**src/rtl/ex_wb_collector.sv**
```systemverilog
// Write-back collector: buffers each execute result stream in a small FIFO and
// drains the FIFO heads round-robin onto the scoreboard write ports.
module ex_wb_collector #(
  parameter int unsigned NR_SRC        = 4,
  parameter int unsigned NR_WB_PORTS   = 2,
  parameter int unsigned DEPTH         = 2,
  parameter int unsigned XLEN          = 64,
  parameter int unsigned TRANS_ID_BITS = 3
) (
  input  logic                                        clk_i,
  input  logic                                        rst_ni,
  input  logic                                        flush_i,
  input  logic [NR_SRC-1:0]                           src_valid_i,
  input  logic [NR_SRC-1:0][TRANS_ID_BITS-1:0]        src_trans_id_i,
  input  logic [NR_SRC-1:0][XLEN-1:0]                 src_result_i,
  input  logic [NR_SRC-1:0]                           src_ex_valid_i,
  input  logic [NR_SRC-1:0][XLEN-1:0]                 src_ex_cause_i,
  input  logic [NR_SRC-1:0][XLEN-1:0]                 src_ex_tval_i,
  output logic [NR_SRC-1:0]                           src_afull_o,
  output logic [NR_WB_PORTS-1:0]                      wb_valid_o,
  output logic [NR_WB_PORTS-1:0][TRANS_ID_BITS-1:0]   wb_trans_id_o,
  output logic [NR_WB_PORTS-1:0][XLEN-1:0]            wb_result_o,
  output logic [NR_WB_PORTS-1:0]                      wb_ex_valid_o,
  output logic [NR_WB_PORTS-1:0][XLEN-1:0]            wb_ex_cause_o,
  output logic [NR_WB_PORTS-1:0][XLEN-1:0]            wb_ex_tval_o,
  output logic                                        overflow_o
);

  localparam int unsigned PTR_W = $clog2(DEPTH);
  localparam int unsigned CNT_W = PTR_W + 1;
  localparam int unsigned SRC_W = (NR_SRC > 1) ? $clog2(NR_SRC) : 1;
  localparam logic [CNT_W-1:0] FULL_CNT  = CNT_W'(DEPTH);
  localparam logic [CNT_W-1:0] AFULL_CNT = CNT_W'(DEPTH - 1);

  typedef struct packed {
    logic [TRANS_ID_BITS-1:0] trans_id;
    logic [XLEN-1:0]          result;
    logic                     ex_valid;
    logic [XLEN-1:0]          cause;
    logic [XLEN-1:0]          tval;
  } entry_t;

  entry_t                 head     [NR_SRC];
  logic [CNT_W-1:0]       cnt      [NR_SRC];
  logic [NR_SRC-1:0]      push;
  logic [NR_SRC-1:0]      pop;
  logic [NR_SRC-1:0]      accept;
  logic [NR_SRC-1:0]      drop;

  logic [SRC_W-1:0]       rr_q;
  logic [SRC_W-1:0]       last_src;
  logic [SRC_W-1:0]       scan_idx;
  int                     n_grant;
  logic                   overflow_q;

  logic [NR_WB_PORTS-1:0] port_vld;
  logic [SRC_W-1:0]       port_src [NR_WB_PORTS];

  // Stage 0: per-source circular FIFOs; pushes during flush are discarded
  for (genvar s = 0; s < NR_SRC; s++) begin : g_fifo
    entry_t           mem_q [DEPTH];
    logic [PTR_W-1:0] rd_ptr_q;
    logic [PTR_W-1:0] wr_ptr_q;
    logic [CNT_W-1:0] cnt_q;
    logic             full;
    entry_t           din;

    assign din = '{trans_id: src_trans_id_i[s],
                   result:   src_result_i[s],
                   ex_valid: src_ex_valid_i[s],
                   cause:    src_ex_cause_i[s],
                   tval:     src_ex_tval_i[s]};

    assign full      = (cnt_q == FULL_CNT);
    assign push[s]   = src_valid_i[s] & ~flush_i;
    // A full FIFO still takes the push when its head leaves in the same cycle.
    assign accept[s] = push[s] & (~full | pop[s]);
    assign drop[s]   = push[s] & full & ~pop[s];

    assign head[s]        = mem_q[rd_ptr_q];
    assign cnt[s]         = cnt_q;
    assign src_afull_o[s] = (cnt_q >= AFULL_CNT);

    always_ff @(posedge clk_i or negedge rst_ni) begin
      if (!rst_ni) begin
        rd_ptr_q <= '0;
        wr_ptr_q <= '0;
        cnt_q    <= '0;
      end else if (flush_i) begin
        rd_ptr_q <= '0;
        wr_ptr_q <= '0;
        cnt_q    <= '0;
      end else begin
        if (accept[s]) wr_ptr_q <= wr_ptr_q + PTR_W'(1);
        if (pop[s])    rd_ptr_q <= rd_ptr_q + PTR_W'(1);
        if (accept[s] && !pop[s])      cnt_q <= cnt_q + CNT_W'(1);
        else if (!accept[s] && pop[s]) cnt_q <= cnt_q - CNT_W'(1);
      end
    end

    always_ff @(posedge clk_i) begin
      if (accept[s]) mem_q[wr_ptr_q] <= din;
    end
  end

  // Stage 1: round-robin grant of non-empty FIFO heads to write ports
  always_comb begin
    pop      = '0;
    port_vld = '0;
    last_src = rr_q;
    scan_idx = '0;
    n_grant  = 0;
    for (int p = 0; p < int'(NR_WB_PORTS); p++) port_src[p] = '0;
    for (int k = 0; k < int'(NR_SRC); k++) begin
      scan_idx = SRC_W'((int'(rr_q) + k) % int'(NR_SRC));
      if (!flush_i && (cnt[scan_idx] != '0) && (n_grant < int'(NR_WB_PORTS))) begin
        pop[scan_idx] = 1'b1;
        for (int p = 0; p < int'(NR_WB_PORTS); p++) begin
          if (n_grant == p) begin
            port_vld[p] = 1'b1;
            port_src[p] = scan_idx;
          end
        end
        last_src = scan_idx;
        n_grant  = n_grant + 1;
      end
    end
  end

  always_ff @(posedge clk_i or negedge rst_ni) begin
    if (!rst_ni) begin
      rr_q       <= '0;
      overflow_q <= 1'b0;
    end else begin
      if (|pop)  rr_q       <= SRC_W'((int'(last_src) + 1) % int'(NR_SRC));
      if (|drop) overflow_q <= 1'b1;
    end
  end

  assign overflow_o = overflow_q;

  // Ungranted ports are driven to zero so stale heads never leak out.
  always_comb begin
    for (int p = 0; p < int'(NR_WB_PORTS); p++) begin
      wb_valid_o[p]    = port_vld[p];
      wb_trans_id_o[p] = '0;
      wb_result_o[p]   = '0;
      wb_ex_valid_o[p] = 1'b0;
      wb_ex_cause_o[p] = '0;
      wb_ex_tval_o[p]  = '0;
      if (port_vld[p]) begin
        wb_trans_id_o[p] = head[port_src[p]].trans_id;
        wb_result_o[p]   = head[port_src[p]].result;
        wb_ex_valid_o[p] = head[port_src[p]].ex_valid;
        wb_ex_cause_o[p] = head[port_src[p]].cause;
        wb_ex_tval_o[p]  = head[port_src[p]].tval;
      end
    end
  end

endmodule

```
**config.mk**
```make
export PLATFORM = sky130hd
export DESIGN_NAME = ex_wb_collector
export DESIGN_NICKNAME = d
export VERILOG_FILES = /design/src/rtl/ex_wb_collector.sv
export SDC_FILE = /design/constraint.sdc
export NUM_CORES = 2
export LEC_CHECK = 0
export ABC_AREA = 1
export CAP_MARGIN = 20
export CORE_AREA = 2 2 457 459
export CTS_CLUSTER_DIAMETER = 80
export DETAILED_ROUTE_END_ITERATION = 6
export DIE_AREA = 0 0 459 461
export SETUP_SLACK_MARGIN = 0.1
export SLEW_MARGIN = 40
export SYNTH_ARGS = -nofsm -noshare
export SYNTH_HDL_FRONTEND = slang
export SYNTH_SLANG_ARGS = --single-unit
export TNS_END_PERCENT = 10
```
**constraint.sdc**
```tcl
create_clock -name clk_i -period 21.3 [get_ports clk_i]
set_input_delay 6.39 -clock clk_i [delete_from_list [all_inputs] [get_ports clk_i]]
set_output_delay 6.39 -clock clk_i [all_outputs]
set_load 0.02 [all_outputs]
```
==> run_results.csv <==
group,metric,value,unit
drt,wl,339,mm
timing,worst_slew_pin_slew,1.03,ns
grt,globalRouteOverflowTotal,0,
final_layout,num-nets-final,9860,
logic_synthesis,syn-num-nets,8916,
logic_synthesis,yosysWarnings,0,
drt,first_pass_iters,7,
worst_setup_path,cpLargestDelayFamily,"buffers and inverters",
die,core,206000,um^2
final_layout,area.growth.synth_to_final,27.6,%
logic_synthesis,yosys.area_share.simple,29.4,%
worst_setup_path,cp_cell_sequence,"clkdlybuf4s50_1 -> inv_1 -> nand3_2 -> inv_1 -> ha_1 -> nor2_1 -> inv_2 -> nor2_8 -> fa_1 -> inv_1 -> nor2_2 -> nand4_4 -> buf_4 -> buf_12 -> buf_4 -> nand3_1 -> nand3_1 -> nand2_1 -> nor2_1 -> clkdlybuf4s50_1",
logic_synthesis,synthXorXnorAreaFrac,0.0116,%
worst_setup_path,crit_top_cell,"inv_1",
worst_setup_path,path_buf_inv,9,
timing,finalHoldViolCount,0,
timing,slew_headroom,31.1,%
timing,period_minus_slack,19.35,ns
clock_network,cts_tree,"done",
run,drv_cap,0,
clock_network,clock_path_buffers,3,
final_layout,drive_gt1_share,4.79,%
worst_setup_path,required,14.91,ns
worst_setup_path,path_max_fanout,110,
drt,vias,66700,
clock_network,postCtsResizedCells,0,
logic_synthesis,yosysMostFrequentCell,"nand2_1",
logic_synthesis,yosysTopAreaCellShare,62.2,%
timing,setup-tns-final,0,ns
logic_synthesis,ys_seq_area_share,62.9,%
clock_network,post_cts_buffers,0,
die,dieHeight,461,um
die,ios,1190,
worst_setup_path,arrival,12.96,ns
grt,grt_use_total,30.7,%
grt,grt_pass1_vias,60200,
timing,fin_skew,0.0454,ns
final_layout,register_area,47600,um^2
final_layout,multi_input_area,24900,um^2
min_path,hp-class,"register to register",
die,rows,167,
logic_synthesis,synth_compound_area_share,0.853,%
logic_synthesis,syn_area,75700,um^2
logic_synthesis,synth.cells.most_frequent,"nand2_1, edfxtp_1, nand3_1, nor2_1, clkbuf_1",
die,dieArea,212000,um^2
clock_network,h-tree-depth,4,
placed_design,detailed_place_hpwl,222,mm
drt,final_antenna_net_count,0,
drt,wire_per_inst,28.1,um
clock_network,clkTransAtPathRegs,0.06,ns
logic_synthesis,syn_area_per_cell,9.33,um^2
final_layout,fillCellCount,19300,
clock_network,cts-root-buf,"clkbuf_16",
worst_setup_path,cpPeakStageDelay,0.73,ns
logic_synthesis,yosysUniqueCellTypes,30,
die,start_util,36.6,%
grt,grt_pass1_wl,465,mm
logic_synthesis,synth_edf_count,1568,
clock_network,hold_buffers,0,
worst_setup_path,critPathSlowestCell,"buf_4",
placed_design,portBuffers,1189,
worst_setup_path,critPathKind,"input port to output pin",
timing,rsz0062_at_grt,"no",
drt,vias_per_cell,5.53,
grt,grt_max_degree,149,
timing,drv_slew,0,
grt,antenna_found_initial,213,
worst_setup_path,rrSetupSlack,14.24,ns
timing,max_freq,0.0517,GHz
worst_setup_path,endpoint_kind,"output pin",
worst_setup_path,critPathLaunchType,"input port",
logic_synthesis,synth_mux_area_share,1.98,%
drt,drt_iter0_markers,9630,
die,dieWidth,459,um
timing,setup_viol,0,
logic_synthesis,synthAdderAreaFrac,0.341,%
logic_synthesis,synthTopCellsByArea,"edfxtp_1, nand2_1, nand3_1",
clock_network,clkLatencyLatePin,0.86,ns
logic_synthesis,yosys.area.top_type,"edfxtp_1",
outcome,outcome,"finished clean",
clock_network,cts_made_buffers,181,
logic_synthesis,syn_inst,8105,
drt,drc,0,
logic_synthesis,async_flop_share,1.20,%
placed_design,gp_congestion,0.945,
clock_network,cts_sinks,1587,
logic_synthesis,synth_ff_type,"edfxtp_1",
timing,period_share,90.8,%
logic_synthesis,synth-seq-cells,1587,
logic_synthesis,synth_top_family_by_area,"simple AND/OR/NAND/NOR gates",
[sequential cells by signal (all words and copies together), names as in the netlist]
register         count
g_fifo.cnt_q         8
rr_q                 2
g_fifo.rd_ptr_q      4
g_fifo.mem_q      1568
g_fifo.wr_ptr_q      4
overflow_o           1
[stage by stage]
step / cells / setup slack [ns] / hold WS [ns] / utilization (%) / cell area (um^2)
after floorplan: 8105 / 3.83 / 0.482 / - / 75700
after global placement: 11600 / 2.18 / 0.561 / 43.6 / 89900
after detailed placement: 11600 / 2.18 / 0.567 / 43.7 / 90100
after CTS: 11900 / 2.15 / 0.579 / 46.4 / 95900
after global routing: 12000 / 1.82 / 0.618 / 46.7 / 96400
final: 12100 / 1.95 / 0.580 / 46.7 / 96500
[worst reg2reg max path, stage by stage, from the launching register on]
cell and delay (ns):
dfrtp_1 0.59, inv_2 0.20, ha_1 0.57, inv_1 0.20, nand2_1 0.22, nand3_2 0.23
inv_2 0.19, ha_1 0.26, nor2_1 0.11, inv_2 0.13, nor2_8 0.07, fa_1 0.42
nor2_1 0.25, nand3_4 0.22, o21ai_0 0.23, nor2_1 0.16, inv_1 0.10, o21ai_0 0.26
nor2_4 0.67, buf_4 0.70, buf_4 0.85
[cell families (layout without fill, tap and decap cells)]
kind of cell | after synthesis | after routing
flops | 1587 | 1587
buf+inv | 799 | 1894
compound gates | 125 | 125
fa+ha+maj | 20 | 20
xor+xnor | 1 | 1
other cells | 0 | 160
mux | 150 | 150
simple gates | 5423 | 5423
[final timing paths]
| path | from | to | cells past startpoint |
|---|---|---|---|
| worst max-delay path | flush_i | wb_ex_cause_o[84] | 20 |
| min in group asynchronous | rst_ni | g_fifo[0].rd_ptr_q | 1 |
| max in group asynchronous | rst_ni | g_fifo[2].rd_ptr_q | 1 |
| worst max register to register | rr_q[1] | g_fifo[1].mem_q[1][117] | 20 |
| worst min register to register | g_fifo[1].wr_ptr_q | g_fifo[1].wr_ptr_q | 1 |
| worst min-delay path | g_fifo[1].wr_ptr_q | g_fifo[1].wr_ptr_q | 1 |
[per-layer routing]
layer / vias up / share of wire [%] / track usage [%]
li1: 29200 / - / -
met1: 31900 / 38 / 40.6
met2: 4670 / 43 / 45.1
met3: 909 / 12 / 8.74
met4: 98 / 6.0 / 17.6
met5: - / 0.18 / 0
[cell usage in the layout (no fill, tap or decap), types with 35 or more instances in the layout]
cell type,Yosys,routed
nor2_1,1195,1187
clkbuf_16,0,183
buf_12,0,35
o21ai_0,117,108
diode_2,0,160
edfxtp_1,1568,1568
inv_1,230,230
nand3_1,1366,1365
mux2i_1,150,149
clkinv_1,0,44
nand2_1,2825,2822
clkdlybuf4s50_1,0,1188
buf_4,24,70
[area by class of cell]
type                       instances  share of cell area (%)
clock inverter                   117                    1.07
antenna                          160                   0.415
inverter                         239                   0.974
multi-input combinational       5719                    25.8
tap                             2704                    3.51
clock buffer                     217                    4.88
sequential                      1587                    49.3
timing repair buffer            1321                    14.1
Power is left out: the tool's default activity adds up to more than one toggle a clock period on the data nets, which glitch-free logic cannot reach.
